<file path="config.mk">
export PLATFORM = sky130hd
export DESIGN_NAME = pipe_stage_ctrl
export DESIGN_NICKNAME = d
export VERILOG_FILES = /design/src/rtl/pipe_stage_ctrl.sv
export SDC_FILE = /design/constraint.sdc
export NUM_CORES = 2
export LEC_CHECK = 0
export CAP_MARGIN = 30
export CORE_AREA = 2 2 680 682
export CTS_CLUSTER_SIZE = 24
export DETAILED_ROUTE_END_ITERATION = 8
export DIE_AREA = 0 0 682 684
export DONT_BUFFER_PORTS = 1
export HOLD_SLACK_MARGIN = 0.08
export PLACE_DENSITY = 0.3
export SLEW_MARGIN = 10
export SYNTH_ARGS = -nofsm -noshare
export SYNTH_HDL_FRONTEND = slang
export SYNTH_SLANG_ARGS = --single-unit
</file>
<file path="constraint.sdc">
create_clock -name clk -period 3.6 [get_ports clk]
set_clock_uncertainty 0.1 [all_clocks]
set_input_delay 0.36 -clock clk [delete_from_list [all_inputs] [get_ports clk]]
set_output_delay 0.36 -clock clk [all_outputs]
set_load 0.05 [all_outputs]
</file>
<file path="src/rtl/pipe_stage_ctrl.sv">
// pipe_stage_ctrl: per-stage valid/allow_in handshake chain, inter-stage
// bus latches, global cancel, partial flush and retire/stall counters.
//
// Ports:
//   clk, resetn   clock; synchronous active-low reset
//   stage_over    bit j: stage j finished its current work
//   stage_bus_in  slice j: stage j's outgoing bus toward stage j+1
//   cancel        kill stages 1..STAGES-1
//   flush_req     partial flush request from stage flush_idx
//   flush_idx     redirecting stage k (1..STAGES-1, else ignored)
//   valid         per-stage valid
//   allow_in      per-stage accept (combinational)
//   stage_bus_r   slice j-1: registered bus feeding stage j
//   retire_cnt    completed last-stage cycles (wraps)
//   stall_cnt     fetch-blocked cycles (wraps)
module pipe_stage_ctrl #(
  parameter int STAGES = 5,
  parameter int BUS_W  = 182,
  parameter int PC_W   = 32,
  parameter int CNT_W  = 32,
  parameter int IDX_W  = 3
) (
  input  logic                        clk,
  input  logic                        resetn,
  input  logic [STAGES-1:0]           stage_over,
  input  logic [STAGES*BUS_W-1:0]     stage_bus_in,
  input  logic                        cancel,
  input  logic                        flush_req,
  input  logic [IDX_W-1:0]            flush_idx,
  output logic [STAGES-1:0]           valid,
  output logic [STAGES-1:0]           allow_in,
  output logic [(STAGES-1)*BUS_W-1:0] stage_bus_r,
  output logic [CNT_W-1:0]            retire_cnt,
  output logic [CNT_W-1:0]            stall_cnt
);

  localparam int L = STAGES - 1;
  localparam logic [IDX_W-1:0] LAST = IDX_W'(L);
  localparam logic [BUS_W-1:0] PC_MASK =
    {BUS_W{1'b1}} >> (BUS_W - PC_W);

  logic [L:0]       valid_q;
  logic [L:0]       valid_d;
  logic [BUS_W-1:0] bus_q [1:L];
  logic [BUS_W-1:0] bus_d [1:L];
  logic [CNT_W-1:0] retire_q;
  logic [CNT_W-1:0] retire_d;
  logic [CNT_W-1:0] stall_q;
  logic [CNT_W-1:0] stall_d;

  logic       fl;
  logic [L:1] kill;
  logic [L:1] pin;
  logic [L:1] adv;
  logic       retire_inc;
  logic       stall_inc;

  // writeback never forwards its bus anywhere
  logic unused_bus;
  assign unused_bus = ^stage_bus_in[STAGES*BUS_W-1 -: BUS_W];

  // cancel outranks a flush; out-of-range indices are dropped
  assign fl = flush_req & ~cancel
            & (flush_idx != '0)
            & (flush_idx <= LAST);

  // back-pressure ripples from writeback toward fetch
  always_comb begin
    logic [L:0] a;
    a    = '0;
    a[L] = ~valid_q[L] | stage_over[L];
    for (int j = L - 1; j >= 1; j--) begin
      a[j] = ~valid_q[j]
           | (stage_over[j] & a[j+1]);
    end
    a[0] = (stage_over[0] & a[1])
         | cancel | fl;
    allow_in = a;
  end

  // pin: redirecting stage itself; it stays until it can leave
  always_comb begin
    kill = '0;
    pin  = '0;
    adv  = '0;
    for (int j = 1; j <= L; j++) begin
      pin[j]  = fl & (IDX_W'(j) == flush_idx);
      kill[j] = cancel
              | (fl & (IDX_W'(j) < flush_idx))
              | (pin[j] & allow_in[j]);
      adv[j]  = valid_q[j-1] & stage_over[j-1]
              & allow_in[j];
    end
  end

  // a pinned stage that is not killed has allow_in low, so it holds
  always_comb begin
    valid_d    = valid_q;
    valid_d[0] = 1'b1;
    for (int j = 1; j <= L; j++) begin
      if (kill[j]) begin
        valid_d[j] = 1'b0;
      end else if (allow_in[j]) begin
        valid_d[j] = valid_q[j-1]
                   & stage_over[j-1];
      end
    end
  end

  // killed latches keep only the PC for the debug view
  always_comb begin
    for (int j = 1; j <= L; j++) begin
      bus_d[j] = bus_q[j];
      if (kill[j]) begin
        bus_d[j] = stage_bus_in[(j-1)*BUS_W +: BUS_W]
                 & PC_MASK;
      end else if (adv[j]) begin
        bus_d[j] = stage_bus_in[(j-1)*BUS_W +: BUS_W];
      end
    end
  end

  assign retire_inc = valid_q[L] & stage_over[L];
  assign stall_inc  = valid_q[0] & stage_over[0]
                    & ~allow_in[1]
                    & ~cancel & ~fl;

  always_comb begin
    retire_d = retire_q + CNT_W'(retire_inc);
    stall_d  = stall_q + CNT_W'(stall_inc);
  end

  always_ff @(posedge clk) begin
    if (!resetn) begin
      valid_q  <= '0;
      retire_q <= '0;
      stall_q  <= '0;
      for (int j = 1; j <= L; j++) begin
        bus_q[j] <= '0;
      end
    end else begin
      valid_q  <= valid_d;
      retire_q <= retire_d;
      stall_q  <= stall_d;
      for (int j = 1; j <= L; j++) begin
        bus_q[j] <= bus_d[j];
      end
    end
  end

  always_comb begin
    stage_bus_r = '0;
    for (int j = 1; j <= L; j++) begin
      stage_bus_r[(j-1)*BUS_W +: BUS_W] = bus_q[j];
    end
  end

  assign valid      = valid_q;
  assign retire_cnt = retire_q;
  assign stall_cnt  = stall_q;

endmodule

</file>
# After elaboration in Yosys (flattened, before gate mapping)
# Memories as Yosys holds them, arrays and structs flattened.
# Cells that the tools add are included.
# classes
magnitude_cmp	5
bitwise	57
n_addsub	2
eq_ne	4
muxes	15
n_reduce_logical	5
# op_table
cell	n
$mux 182	12
$add 32x1->32	2
$and 1x1->1	31
$or 1x1->1	18
$not 1->1	8
$reduce_or 2->1	4
$eq 2x3->1 const A	2
$lt 2x3->1 const A	2
$eq 1x3->1 const A	1
$eq 3x3->1 const A	1
$le 3x3->1 const B	1
$lt 1x3->1 const A	1
$lt 3x3->1 const A	1
$mux 1	3
$reduce_bool 3->1	1
# word_totals
ram_bits	728
mem_count	1
ff_bits	69
out_inout_bits	802
input_bits	922
# mem_list
memory	words	width	rd	rd_clocked_by_memory_dff	write_ports	line_no	source
bus_q	4	182	4	0	4	44	logic [BUS_W-1:0] bus_q [1:L];

# Depth between registers and ports, before layout
# depth
depth_word	13
depth_mapped	12
depth_no_buf	12

# Worst setup path after synthesis
# Ideal clock, no wire load.
# synth_path
path_type	reg-to-reg
from	register valid_q[4], in the netlist valid[4]
to	register stall_q[22], in the netlist stall_cnt[22]
stages_incl_launch_ff	13
arrival_time_ns	3.312
slack_ns	0.073
setup_ns	0.115
required_ns	3.385
period_less_slack_ns	3.527
path_cell_list	dfxtp_1 > nor2b_2 > inv_2 > a21oi_2 > nor2_1 > nor3b_1 > ha_1 > ha_1 > nand3_1 > nor4_2 > nand3_1 > xnor2_1 > and2_1
# synth_via
elab_chain_cells	13
# synth_lines
element	line_no	source
start, declared	42	logic [L:0] valid_q;
start signal, assigned	142	valid_q <= valid_d;
$not 1->1	71	a[L] = ~valid_q[L] | stage_over[L];
$or 1x1->1	71	
net allow_in[4]	31	output logic [STAGES-1:0] allow_in,
$and 1x1->1	74	| (stage_over[j] & a[j+1]);
$or 1x1->1	74	
$and 1x1->1	74	
$or 1x1->1	74	
$and 1x1->1	74	
$or 1x1->1	74	
net allow_in[1]	31	
$not 1->1	125	& ~allow_in[1]
$and 1x1->1	125	
$and 1x1->1 (2 in a row)	126	& ~cancel & ~fl;
$add 32x1->32	130	stall_d = stall_q + CNT_W'(stall_inc);
end signal, assigned	144	stall_q <= stall_d;
end, declared	48	logic [CNT_W-1:0] stall_q;
# The timed path passes the listed nets, and every way through them passes these cells.
# A chain may end at the register's enable or synchronous reset.

==> impl_metrics.toml <==
[run_status]
status = "finished, final reports clean"

[placement]
portBuffers = 0
gp_congestion = 0.924
dp_cells = 9603
post-dp-hpwl_um = 223000
placed_area_um2 = 37700

[floorplanning]
die_h_um = 684
die_area_um2 = 466000
rows = 249
start_util = 0.0629
die_w_um = 682
io_pins = 1724
coreArea_um2 = 459000

[clocking]
ctsRootBufferMaster = "clkbuf_16"
clk_pin_slew_worst_paths_ns = 0.07
cts_tree = "yes"
clock_sinks = 797
cts_setup_buffers = 0
cts.path.max_buffers = 4
clk_latency_ns = 0.85
cts_max_level = 3
numCtsBuffers = 121

[routing]
routed_wl_um = 274000
drc = 0
drt_iter0_drc = 2026
antenna_left = 0
via_per_inst = 2.85
vias = 32300
avgRoutedWirePerCell_um = 24.2
dr.pass1.iters = 8

[sta]
max_freq_mhz = 292
hold_violations = 0
fin_crit_ns = 3.42
slew_headroom = 0.197
drv_slew = 0
worst_pin_slew_ns = 1.20
finalSetupViolCount = 0
fin_crit_sh = 0.951

[min_path]
hold_start = "stage_over[3]"
hold_class = "in2reg"

[finish]
final_nets = 5948
final_cell_mix = "nand2_1 (1,424), dlygate4sd3_1 (1,397), dfxtp_1 (796), a21oi_1 (515), clkbuf_16 (122)"
multiInputGateArea_um2 = 11900
seq_area_um2 = 16000
drive_above_1_share = 0.0977
stdcell_count = 11300
area_growth_pct = 96.4
final_common_cell = "nand2_1"
final_area_um2 = 56700
fill_cells = 52500

[critical_path]
timing_worst_setup_path_type = "reg2reg"
end_kind = "flip-flop"
worstPathRequired_ns = 4.27
crit_start = "valid[3]$_SDFFE_PP0N_"
critPathArrivalTime_ns = 4.10
timing.rr.start = "valid[3]$_SDFFE_PP0N_"
startpoint_type = "flip-flop"
critPathMaxFanout = 88

[global_route]
grt_pass1_vias = 32300
globalRoute.totalOverflow = 0
antenna_found_initial = 179
grt_usage = 0.112
grt_max_degree = 186
grt_pass1_wl_um = 342000

[pwr]
total_power_w = 0.0238
sw_frac_of_total = 0.284
power_frac_clock = 0.514
p_per_area_nw_per_um2 = 420
p_leak_nw = 17.2
irDropWorstVdd_mv = 0.387
p_int_w = 0.0171
power_frac_comb = 0.081
p_seq_frac = 0.405
power.switching_w = 0.00676

[yosys]
synthAdderAreaFrac = 0.00173
netlist_instances = 3550
synth-compound-area-share = 0.145
synth_area_leaders = "dfxtp_1 (55%), nand2_1 (19%), a21oi_1 (8.9%), a21oi_2 (2.8%), clkbuf_1 (2.4%)"
synth-main-ff-cell = "dfxtp_1"
synth_seq_cells = 797
synth_fp_nets = 4476
synth_top_cell_area_share = 0.553
async_reset_ff_frac = 0
synth.avg_cell_area_um2 = 8.13
synth_edf_count = 0
yosysTopAreaCell = "dfxtp_1"
syn_area_um2 = 28900
seq_area_frac_synth = 0.553
synth_cell_types = 49
synthMuxAreaShare = 0.0121
ys_warn_count = 0
yosys.area_share.simple = 0.235
synth_top_family_by_area = "simple AND/OR/NAND/NOR gates"
synth_xor_area_frac = 0.0137

[flow_run]
drv_cap = 0
timing repair:
action | in CTS | in global routing
hold endpoints to repair | 796 | 0
endpoints found under the setup margin | 0 | 5
hold buffers | 1399 | 0
gates resized for setup | 0 | 3
Yosys cell counts, types with 2 or more instances:
cell type,n
a21oi_1,515
xor2_1,12
o21ai_1,2
and2_1,50
inv_1,6
buf_1,6
and3_1,12
xnor2_1,33
clkbuf_1,185
nor3_1,7
nor2b_1,7
nand3_1,97
buf_2,57
a21boi_1,17
nor2_1,10
o211ai_1,4
nor3_2,2
o31ai_1,4
nand2_1,1425
nor4_1,3
nor3b_1,3
a21boi_0,21
dfxtp_1,797
mux2i_1,35
a21oi_2,91
nor4_4,2
nand2b_1,14
o21ai_0,72
buf_6,10
or3_1,6
nand4_1,22
and4_1,3
ha_1,4
area by class of cell:
cell class	count	area share
sequential	797	0.281
clock inverter	68	0.0115
antenna	54	0.00238
tap	6149	0.136
clock buffer	153	0.0585
timing repair buffer	1607	0.300
inverter	7	0.000463
multi-input combinational	2488	0.210
cell families (layout without fill, tap and decap cells):
group,after synthesis,after routing
DFF,797,797
AOI/OAI and AO/OA,735,735
buffers and inverters,265,1835
xor gates and xnor gates,45,45
muxes,35,35
adders and majority gates,4,4
other,0,54
and+or+nand+nor,1669,1669
routing by layer:
layer | up-vias | share of wire | track usage
met3 | 540 | 0.17 | 0.0830
li1 | 14600 | - | -
met1 | 15400 | 0.33 | 0.106
met4 | 92 | 0.044 | 0.0402
met2 | 1608 | 0.46 | 0.186
met5 | - | 0.0022 | 0
sequential cells by signal (all words and copies together), names as in the netlist:
| signal | cells |
|---|---|
| bus_q | 728 |
| retire_cnt | 32 |
| valid | 5 |
| stall_cnt | 32 |
critical path, cell delays in order (launching register included):
cell and delay (ns):
dfxtp_2 0.32, buf_4 0.24, nand2b_1 0.23, o211ai_1 0.20, buf_4 0.25, nor2b_4 0.18
buf_12 0.27, nand2_1 0.10, dlygate4sd3_1 0.57, a21oi_1 0.12, dlygate4sd3_1 0.56
power groups by stage:
stage               logic [W]  clock network (W)  registers, W
floorplan            0.000491                  0       0.00971
global placement     0.000730                  0       0.00988
detailed placement   0.000794                  0       0.00985
CTS                   0.00199             0.0129       0.00965
global route          0.00208             0.0132       0.00966
finish                0.00193             0.0122       0.00964
through the flow:
step	TNS [ns]	utilization	worst slack (ns)	hold slack, ns
finish	0	0.124	0.176	0.101
global route	-0.000586	0.123	-0.000586	0.106
CTS	0	0.121	0.0254	0.0807
detailed placement	0	0.0821	0.391	0.358
global placement	0	0.0799	0.268	0.364
floorplan	0	-	0.0730	0.288
worst paths after layout:
path	endpoint	slack, ns	depth (start not counted)
worst max-delay path	bus_q[0][539]$_SDFFE_PP0P_	0.18	10
worst min-delay path	bus_q[0][893]$_SDFFE_PP0P_	0.10	3
worst max register to register	bus_q[0][539]$_SDFFE_PP0P_	0.18	10
worst min register to register	bus_q[0][660]$_SDFFE_PP0P_	0.36	2
No activity file was read; power rests on OpenSTA's default activity.
